File: src/rtl/serial_pkg.sv
// Shared definitions for the accumulator serial link (serializer and deserializer).
// Holds the receiver state encoding, the frame-length helper and the bit-counter
// width function so both ends of the link size their counters identically.
package serial_pkg;

  typedef enum logic {
    IDLE = 1'b0,
    RECV = 1'b1
  } deser_state_e;

  localparam int ACC_DATA_WIDTH_DEF = 32;

  // A frame carries the SA word followed by the CML word.
  function automatic int frame_bits(input int data_width);
    return 2 * data_width;
  endfunction

  // One extra bit over the index width so the counter can represent FRAME_BITS.
  function automatic int bit_cnt_width(input int data_width);
    return $clog2(2 * data_width) + 1;
  endfunction

  localparam int FRAME_BITS = frame_bits(ACC_DATA_WIDTH_DEF);

endpackage

File: src/rtl/deser_shift_core.sv
// Bit counter and frame assembly register for the serial deserializer.
// frameData presents the frame including the bit on the line this cycle, so the
// parent can capture a complete frame on the same edge its last bit is sampled.
module deser_shift_core
  import serial_pkg::*;
#(
  parameter int ACC_DATA_WIDTH = 32
) (
  input  logic                                    serialClk,
  input  logic                                    reset,
  input  logic                                    serialStart,
  input  logic                                    serialIn,
  output logic [frame_bits(ACC_DATA_WIDTH)-1:0]   frameData,
  output logic                                    frameDone,
  output logic                                    frameRestart,
  output logic                                    busy
);

  localparam int FB = frame_bits(ACC_DATA_WIDTH);
  localparam int CW = bit_cnt_width(ACC_DATA_WIDTH);
  localparam int IW = $clog2(FB);

  deser_state_e    state_q, state_d;
  logic [CW-1:0]   cnt_q, cnt_d;
  logic [FB-1:0]   frame_q, frame_d;

  // State, counter and frame register.
  always_ff @(posedge serialClk) begin
    if (reset) begin
      state_q <= IDLE;
      cnt_q   <= '0;
      frame_q <= '0;
    end else begin
      state_q <= state_d;
      cnt_q   <= cnt_d;
      frame_q <= frame_d;
    end
  end

  // Next-state: start a frame, shift bits in by index, detect completion/restart.
  always_comb begin
    state_d      = state_q;
    cnt_d        = cnt_q;
    frame_d      = frame_q;
    frameDone    = 1'b0;
    frameRestart = 1'b0;
    case (state_q)
      IDLE: begin
        if (serialStart) begin
          frame_d    = '0;
          frame_d[0] = serialIn;
          cnt_d      = CW'(1);
          state_d    = RECV;
        end
      end
      RECV: begin
        if (serialStart) begin
          // A start mid-frame abandons the partial frame and begins a new one.
          frameRestart = 1'b1;
          frame_d      = '0;
          frame_d[0]   = serialIn;
          cnt_d        = CW'(1);
        end else begin
          frame_d[cnt_q[IW-1:0]] = serialIn;
          if (cnt_q == CW'(FB - 1)) begin
            frameDone = 1'b1;
            cnt_d     = '0;
            state_d   = IDLE;
          end else begin
            cnt_d = cnt_q + 1'b1;
          end
        end
      end
      default: begin
        state_d = IDLE;
        cnt_d   = '0;
      end
    endcase
  end

  assign frameData = frame_d;
  assign busy      = (state_q == RECV);

endmodule

File: src/rtl/serial_deserializer.sv
// Serial deserializer: rebuilds SA/CML word pairs from the accumulator serial link
// and presents them on a one-deep valid/ready output register, with framing-error
// and overrun pulses. Optional error counter enabled by DESER_ERR_CNT_EN.
module serial_deserializer
  import serial_pkg::*;
#(
  parameter int ACC_DATA_WIDTH = 32
) (
  input  logic                      serialClk,
  input  logic                      reset,
  input  logic                      serialStart,
  input  logic                      serialIn,
  input  logic                      outReady,
  output logic                      outValid,
  output logic [ACC_DATA_WIDTH-1:0] outDataSA,
  output logic [ACC_DATA_WIDTH-1:0] outDataCML,
  output logic                      frameError,
  output logic                      overrun,
  output logic                      busy
`ifdef DESER_ERR_CNT_EN
  ,
  output logic [15:0]               errCount,
  input  logic                      errCountClr
`endif
);

  localparam int FB = frame_bits(ACC_DATA_WIDTH);

  logic [FB-1:0]             frame_data;
  logic                      frame_done;
  logic                      frame_restart;

  logic                      outValid_q, outValid_d;
  logic [ACC_DATA_WIDTH-1:0] sa_q, sa_d;
  logic [ACC_DATA_WIDTH-1:0] cml_q, cml_d;
  logic                      frameError_q, frameError_d;
  logic                      overrun_q, overrun_d;

  deser_shift_core #(
    .ACC_DATA_WIDTH (ACC_DATA_WIDTH)
  ) u_core (
    .serialClk    (serialClk),
    .reset        (reset),
    .serialStart  (serialStart),
    .serialIn     (serialIn),
    .frameData    (frame_data),
    .frameDone    (frame_done),
    .frameRestart (frame_restart),
    .busy         (busy)
  );

  // Output register, handshake state and registered error pulses.
  always_ff @(posedge serialClk) begin
    if (reset) begin
      outValid_q   <= 1'b0;
      sa_q         <= '0;
      cml_q        <= '0;
      frameError_q <= 1'b0;
      overrun_q    <= 1'b0;
    end else begin
      outValid_q   <= outValid_d;
      sa_q         <= sa_d;
      cml_q        <= cml_d;
      frameError_q <= frameError_d;
      overrun_q    <= overrun_d;
    end
  end

  // Load a finished frame if the slot is free or being drained this edge; else drop it.
  always_comb begin
    outValid_d   = outValid_q;
    sa_d         = sa_q;
    cml_d        = cml_q;
    frameError_d = frame_restart;
    overrun_d    = 1'b0;
    if (frame_done) begin
      if (!outValid_q || outReady) begin
        outValid_d = 1'b1;
        sa_d       = frame_data[ACC_DATA_WIDTH-1:0];
        cml_d      = frame_data[FB-1:ACC_DATA_WIDTH];
      end else begin
        overrun_d = 1'b1;
      end
    end else if (outValid_q && outReady) begin
      outValid_d = 1'b0;
    end
  end

  assign outValid   = outValid_q;
  assign outDataSA  = sa_q;
  assign outDataCML = cml_q;
  assign frameError = frameError_q;
  assign overrun    = overrun_q;

`ifdef DESER_ERR_CNT_EN
  logic [15:0] errCount_q, errCount_d;

  // Error counter register.
  always_ff @(posedge serialClk) begin
    if (reset) begin
      errCount_q <= '0;
    end else begin
      errCount_q <= errCount_d;
    end
  end

  // Count cycles with an error pulse, saturating; clear wins over increment.
  always_comb begin
    errCount_d = errCount_q;
    if (errCountClr) begin
      errCount_d = '0;
    end else if ((frameError_q || overrun_q) && (errCount_q != 16'hFFFF)) begin
      errCount_d = errCount_q + 16'd1;
    end
  end

  assign errCount = errCount_q;
`endif

endmodule

File: config.mk
export PLATFORM = sky130hd
export DESIGN_NAME = serial_deserializer
export DESIGN_NICKNAME = d
export VERILOG_FILES = /design/src/rtl/serial_pkg.sv /design/src/rtl/deser_shift_core.sv /design/src/rtl/serial_deserializer.sv
export SDC_FILE = /design/constraint.sdc
export NUM_CORES = 1
export LEC_CHECK = 0
export BUFFER_PORTS_ARGS = -buffer_cell sky130_fd_sc_hd__buf_2
export CORE_ASPECT_RATIO = 1.4
export CORE_MARGIN = 5
export CORE_UTILIZATION = 47
export DETAILED_ROUTE_END_ITERATION = 16
export PLACE_DENSITY = 0.79
export SYNTH_ARGS = -nofsm -noshare
export SYNTH_HDL_FRONTEND = slang
export SYNTH_SLANG_ARGS = --single-unit
File: constraint.sdc
create_clock -name serialClk -period 1.6 [get_ports serialClk]
set_clock_uncertainty 0.1 [all_clocks]
set_input_delay 0 -clock serialClk [delete_from_list [all_inputs] [get_ports serialClk]]
set_output_delay 0 -clock serialClk [all_outputs]
set_load 0.1 [all_outputs]
==> results of run 1 <==
## critical path: stages, from the launching register on
cell       delay (ps)
dfxtp_4           370
ha_4              130
and4b_1           230
and4b_2           300
buf_6             140
nand2b_4          150
clkbuf_16         220
o2bb2ai_2         140
## stage by stage
stage	power (mW)	hold WS [ps]	util [%]	area (um^2)
2_1_floorplan	3.717	13.79	-	5369
3_3_place_gp	3.807	179.9	54.15	6077
3_5_place_dp	3.813	180.5	54.15	6077
4_1_cts	8.003	314.8	62.47	7012
5_1_grt	8.320	363.8	71.18	7989
6_report	8.126	320.1	71.18	7989
## per-layer routing
layer	GRT usage, %	part of all wire (%)	wire length, um
met1	23.39	37	6699
met2	36.08	53	9592
met3	5.082	5.8	1040
met4	9.213	4.0	729
met5	0	0	0
## worst max path at each step
| stage | startpoint | end | slack (ps) | cells past startpoint |
|---|---|---|---|---|
| 2_1_floorplan | u_core.busy | u_core.frame_q[5] | -200 | 5 |
| 3_3_place_gp | u_core.cnt_q[5] | outDataCML[12] | -170 | 5 |
| 3_5_place_dp | u_core.cnt_q[0] | outDataSA[27] | -190 | 6 |
| 4_1_cts | u_core.cnt_q[0] | outDataCML[27] | -180 | 7 |
| 5_1_grt | u_core.cnt_q[0] | outDataCML[22] | -330 | 6 |
| 6_report | u_core.cnt_q[0] | outDataCML[18] | -260 | 7 |
## report_power, final
group,internal [mW],switching (mW)
registers,3.46,0.0125
logic,0.157,0.239
clock network,2.74,1.52
## state kept, by name (all words and copies together), names as in the netlist
register        cells
outDataCML         32
overrun             1
u_core.busy         1
outValid            1
u_core.cnt_q        7
frameError          1
outDataSA          32
u_core.frame_q     64
## cell usage after synthesis (2+ instances only)
master | instances | share of area, %
inv_1 | 2 | 0.14
buf_6 | 8 | 1.7
nor3b_1 | 3 | 0.42
nor2_1 | 97 | 6.8
or3_1 | 2 | 0.23
nor3_1 | 7 | 0.66
and4bb_2 | 4 | 0.94
nand4bb_1 | 3 | 0.63
nand3b_1 | 5 | 0.70
o2bb2ai_2 | 3 | 0.84
buf_4 | 3 | 0.42
dfxtp_1 | 139 | 52
nor4_1 | 3 | 0.35
clkbuf_1 | 12 | 0.84
o2bb2ai_1 | 60 | 9.8
and4b_1 | 2 | 0.38
nand2_1 | 33 | 2.3
a21oi_1 | 10 | 0.94
nand3_1 | 3 | 0.28
mux2i_1 | 65 | 12
nand4_1 | 4 | 0.47
nand2b_1 | 6 | 0.70
nand4b_1 | 5 | 0.82
buf_2 | 21 | 2.0
## cell type report
cell class	instances	area, um^2	share of cell area (%)
inverters	2	7.507	0.09397
flip-flops and latches	139	2810	35.18
clock buffers	22	474.2	5.936
clock inverters	10	161.4	2.020
well taps	144	180.2	2.255
repair buffers	150	1315	16.46
multi-input cells	334	3040	38.06
## kinds of logic after synthesis
kind of cell               Yosys count  share of synthesized area, %
adders and majority gates            1                        0.2344
AOI/OAI and AO/OA                   76                         12.00
muxes                               65                         12.19
and+or+nand+nor                    189                         17.98
xor gates and xnor gates             2                        0.3282
buffers and inverters               47                         5.134
DFF                                139                         52.13
## what timing repair did
action | CTS | global route
setup endpoints to repair | 125 | 124
gates cloned | 2 | 14
resized for setup | 40 | 102
pin swaps | 9 | 12
endpoints found under the hold margin | 8 | 0
setup buffers | 6 | 7
hold buffers | 4 | 0
==> results.ini, run 1 <==
[outcome]
status=complete, but fails checks
violations=setup timing

[min_path]
min-delay-start=serialStart
holdPathStages=4
min_to=u_core.busy
hp-class=input pin to flip-flop

[place]
dp_slack_ps=-187.1
gp_congestion=0.8709
post-dp-hpwl_um=8565
place_inst=738
io_buffers=72

[synthesis]
synth-edff-count=0
synth-seq-cells=139
ys.warnings.count=0
synth_top_flop_cell=dfxtp_1
netlist_area_mm2=0.005338
syn_nets=525
synth.distinct_cells=43
async_flop_share_pct=0
syn_inst=519
ys_seq_area_share_pct=52.13
synth.avg_cell_area_um2=10.28

[flow_run]
maxCapViolations=0

[cts]
clk-insertion-delay-late_ps=420
clk_path_buf_depth=2
numClockSinks=139
path_clk_slew_ps=60
clock-root-buffer=clkbuf_16
cts_tree=built
h-tree-depth=4
cts_buffers=17

[route]
drt_wl_total_um=18060
wl_per_cell_um=22.55
dr.pass1.iters=5
drc_errors=0
vias=4676
drt_iter0_drc=303
ant_nets=0
vias_per_cell=5.838

[pwr]
leakagePower_nw=3.169
power.density_mw_per_mm2=1017
max-vdd-ir-drop_mv=0.9207

[finish]
layout_common_cells=dfxtp_1 (131), nor2_1 (87), buf_2 (73)
final_nets=650
fillers=671
final_cells=801
final_common_cell=dfxtp_1
insertedDiodeCount=0
syn_to_final_growth_pct=49.67
drive_above_1_share_pct=44.29

[timing]
period_needed_ps=1862
slew_violations=0
final.setup.worst_slack_ps=-261.7
relSlewSlack_pct=16.27
rsz0062_at_grt=yes
tightest_slew_ps=1256
finalHoldViolCount=0
fmax_ghz=0.5371
setup_viol=119
setup_tns_ps=-18130
finalCritPeriodShare_pct=116.4

[setup_path]
r2r-start=u_core.cnt_q[0]
crit_required_ps=1840
path_max_fanout=6
r2r-end=outDataCML[18]
critPathCaptureType=flip-flop
rrSetupSlack_ps=-260
cp.arrival_ps=2100
reg2reg_depth=7
setup.worst_path.start_class=flip-flop
crit_type=flip-flop to flip-flop

[global_route]
first_global_vias=4446
grt_max_degree=65
grt_usage_pct=20.56
grt_pass1_wl_um=22110
antenna_found_initial=0
overflow=0

[floorplan]
die_h_um=136.1
die-area_mm2=0.01362
fp.coreArea_mm2=0.01122
placementRows=46
ios=73
die_x_um=100.1
initial_core_util_pct=47.56

Note: power is estimated with default switching activity, not from simulation.
==> run 2, diff against run 1 <==
--- a/config.mk
+++ b/config.mk
@@ -5,12 +5,14 @@
 export SDC_FILE = /design/constraint.sdc
 export NUM_CORES = 1
 export LEC_CHECK = 0
+export ABC_AREA = 1
 export BUFFER_PORTS_ARGS = -buffer_cell sky130_fd_sc_hd__buf_2
 export CORE_ASPECT_RATIO = 1.4
 export CORE_MARGIN = 5
 export CORE_UTILIZATION = 47
 export DETAILED_ROUTE_END_ITERATION = 16
-export PLACE_DENSITY = 0.79
+export PLACE_DENSITY = 0.78
+export SETUP_SLACK_MARGIN = 0.1
 export SYNTH_ARGS = -nofsm -noshare
 export SYNTH_HDL_FRONTEND = slang
 export SYNTH_SLANG_ARGS = --single-unit
==> results.ini, run 2 <==
[outcome]
status=complete, but fails checks
violations=setup timing

[pwr]
power.density_mw_per_mm2=890.0
max-vdd-ir-drop_mv=0.6036
leakagePower_nw=3.689

[place]
place_inst=1257
io_buffers=72
dp_slack_ps=-130.3
place_area_mm2=0.007921
post-dp-hpwl_um=12220
gp_congestion=0.8970

[global_route]
grt_usage_pct=21.29
busiest_layer=met2
met1_usage_pct=26.81
grt_pass1_wl_um=30420
grt_max_degree=63
grt_use_met2_pct=35.24
first_global_vias=6292
antenna_found_initial=0
overflow=0
use_met3_pct=3.837

[timing]
tightest_slew_ps=496.9
finalCritPeriodShare_pct=106.2
final.setup.worst_slack_ps=-99.28
period_needed_ps=1699
setup_tns_ps=-2610
whs_ps=304.8
relSlewSlack_pct=67.10
slew_violations=0
setup_viol=45
rsz0062_at_grt=yes
fmax_ghz=0.5885
finalHoldViolCount=0

[floorplan]
initial_core_util_pct=47.84
die_h_um=153.5
ios=73
die_x_um=112.5
die-area_mm2=0.01726
placementRows=52
fp.coreArea_mm2=0.01444

[flow_run]
maxCapViolations=0

[route]
dr.pass1.iters=8
vias=6932
wl_per_cell_um=14.61
ant_nets=0
drc_errors=0
drt_iter0_drc=621
drt_wl_total_um=18940
vias_per_cell=5.349

[synthesis]
yosysTopAreaCell=dfxtp_1
synth_top_flop_cell=dfxtp_1
ys_top_cells_by_area=dfxtp_1 (40%), nand3_1 (15%), nand2_1 (11%)
synth.avg_cell_area_um2=6.980
synth-edff-count=0
synth.distinct_cells=23
netlist_area_mm2=0.006910
synth-seq-cells=139
async_flop_share_pct=0
syn_inst=990
ys_seq_area_share_pct=40.27
syn_nets=996
synth_top_cell_area_share_pct=40.27
ys.warnings.count=0
synth_common_cells=nand2_1 (204), nand3_1 (204), inv_1 (164)

[finish]
largest-register=u_core.frame_q
final_cells=1296
largest_reg_flops=64
multiInputGateArea_mm2=0.003381
final_nets=1100
regArea_mm2=0.002795
layout_common_cells=nand2_1 (200), nand3_1 (191), inv_1 (156)
final_common_cell=nand2_1
syn_to_final_growth_pct=28.10
fillers=1293
drive_above_1_share_pct=26.56
fin_area_mm2=0.008852
insertedDiodeCount=0

[setup_path]
reg2reg_depth=12
rrSetupSlack_ps=-100
crit_type=flip-flop to flip-flop
critPathSlowestCell=dfxtp_2
cp.arrival_ps=1960
r2r-start=u_core.cnt_q[0]
cp_slowest_stage_delay_ps=360
worstPathCellList=ha_4, nand2_2, inv_2, nand2_2, nor2_4, nand3_4, buf_6, buf_12, buf_12, a21oi_2, nand2_1, inv_1
crit_required_ps=1860
path_max_fanout=6
crit_path_start=u_core.cnt_q[0]
critPathCaptureType=flip-flop
r2r-end=outDataCML[24]
setup.worst_path.start_class=flip-flop

[min_path]
hp-class=input pin to flip-flop
min-delay-start=outReady
holdPathStages=5
min_to=overrun

[cts]
path_clk_slew_ps=60
clk_path_buf_depth=2
cts_tree=built
numClockSinks=139
cts_buffers=17
clk-insertion-delay-late_ps=410
clock-root-buffer=clkbuf_16
h-tree-depth=4

-- run 2: cell types whose count changed after synthesis, moves of 7 or more --
cell,delta
a21oi_1,+93
a21oi_2,+32
buf_2,-9
buf_4,+9
clkbuf_1,+7
inv_1,+162
inv_2,+7
mux2i_1,-65
nand2_1,+171
nand3_1,+201
nor2_1,-86
o21bai_1,+39
o2bb2ai_1,-60
-- run 2: timing repair --
| item | CTS | global route |
|---|---|---|
| pin swaps | 4 | 6 |
| endpoints found under the hold margin | 29 | 0 |
| endpoints found under the setup margin | 69 | 128 |
| setup buffers | 2 | 1 |
| hold buffers | 4 | 0 |
| gates cloned | 1 | 0 |
| resized for setup | 17 | 50 |
-- run 2: layout make-up --
class	count	share of cell area [%]
clock buffer	20	5.046
inverter	173	7.633
clock inverter	12	1.668
tap	189	2.671
sequential	139	31.58
timing repair buffer	148	13.22
multi-input combinational	615	38.19
-- run 2: kinds of logic (layout without fill, tap and decap cells) --
logic type / Yosys count / count (layout) / share of synthesized area (%)
AOI/OAI and AO/OA: 179 / 179 / 16.11
DFF: 139 / 139 / 40.27
adders and majority gates: 1 / 1 / 0.1810
buffers and inverters: 236 / 353 / 15.10
and+or+nand+nor: 435 / 435 / 28.34
-- run 2: routing by layer --
| metal | routed length (um) | up-vias |
|---|---|---|
| met2 | 9454 | 300 |
| met1 | 7523 | 3183 |
| met4 | 731 | 0 |
| li1 | - | 3387 |
| met3 | 1226 | 62 |
| met5 | 0 | - |
-- run 2: how the worst max path moves through the flow --
stage,end,depth (start not counted)
2_1_floorplan,outDataSA[21],8
3_3_place_gp,outDataCML[28],12
3_5_place_dp,outDataCML[24],12
4_1_cts,outDataCML[24],12
5_1_grt,outDataCML[24],12
6_report,outDataCML[24],12
-- run 2: power breakdown --
| group | leakage (nW) | switching [mW] | internal, mW |
|---|---|---|---|
| Sequential | 1.12 | 0.00649 | 3.47 |
| Combinational | 2.28 | 0.294 | 0.118 |
| Clock | 0.290 | 1.51 | 2.48 |
| Total | 3.69 | 1.81 | 6.07 |
-- run 2: stage by stage --
stage	power (mW)	util (%)
2_1_floorplan	3.772	-
3_3_place_gp	3.921	54.84
3_5_place_dp	3.922	54.84
4_1_cts	7.889	59.94
5_1_grt	8.108	61.29
6_report	7.878	61.29
-- run 2: worst max-delay path, delay by kind of cell (launching register included) --
kind                     cells  cell delay [ps]
flip-flops                   1              360
AND/OR/NAND/NOR              5              410
buffers and inverters        5              530
adder cells (fa/ha/maj)      1              140
AO/OA/AOI/OAI                1              100
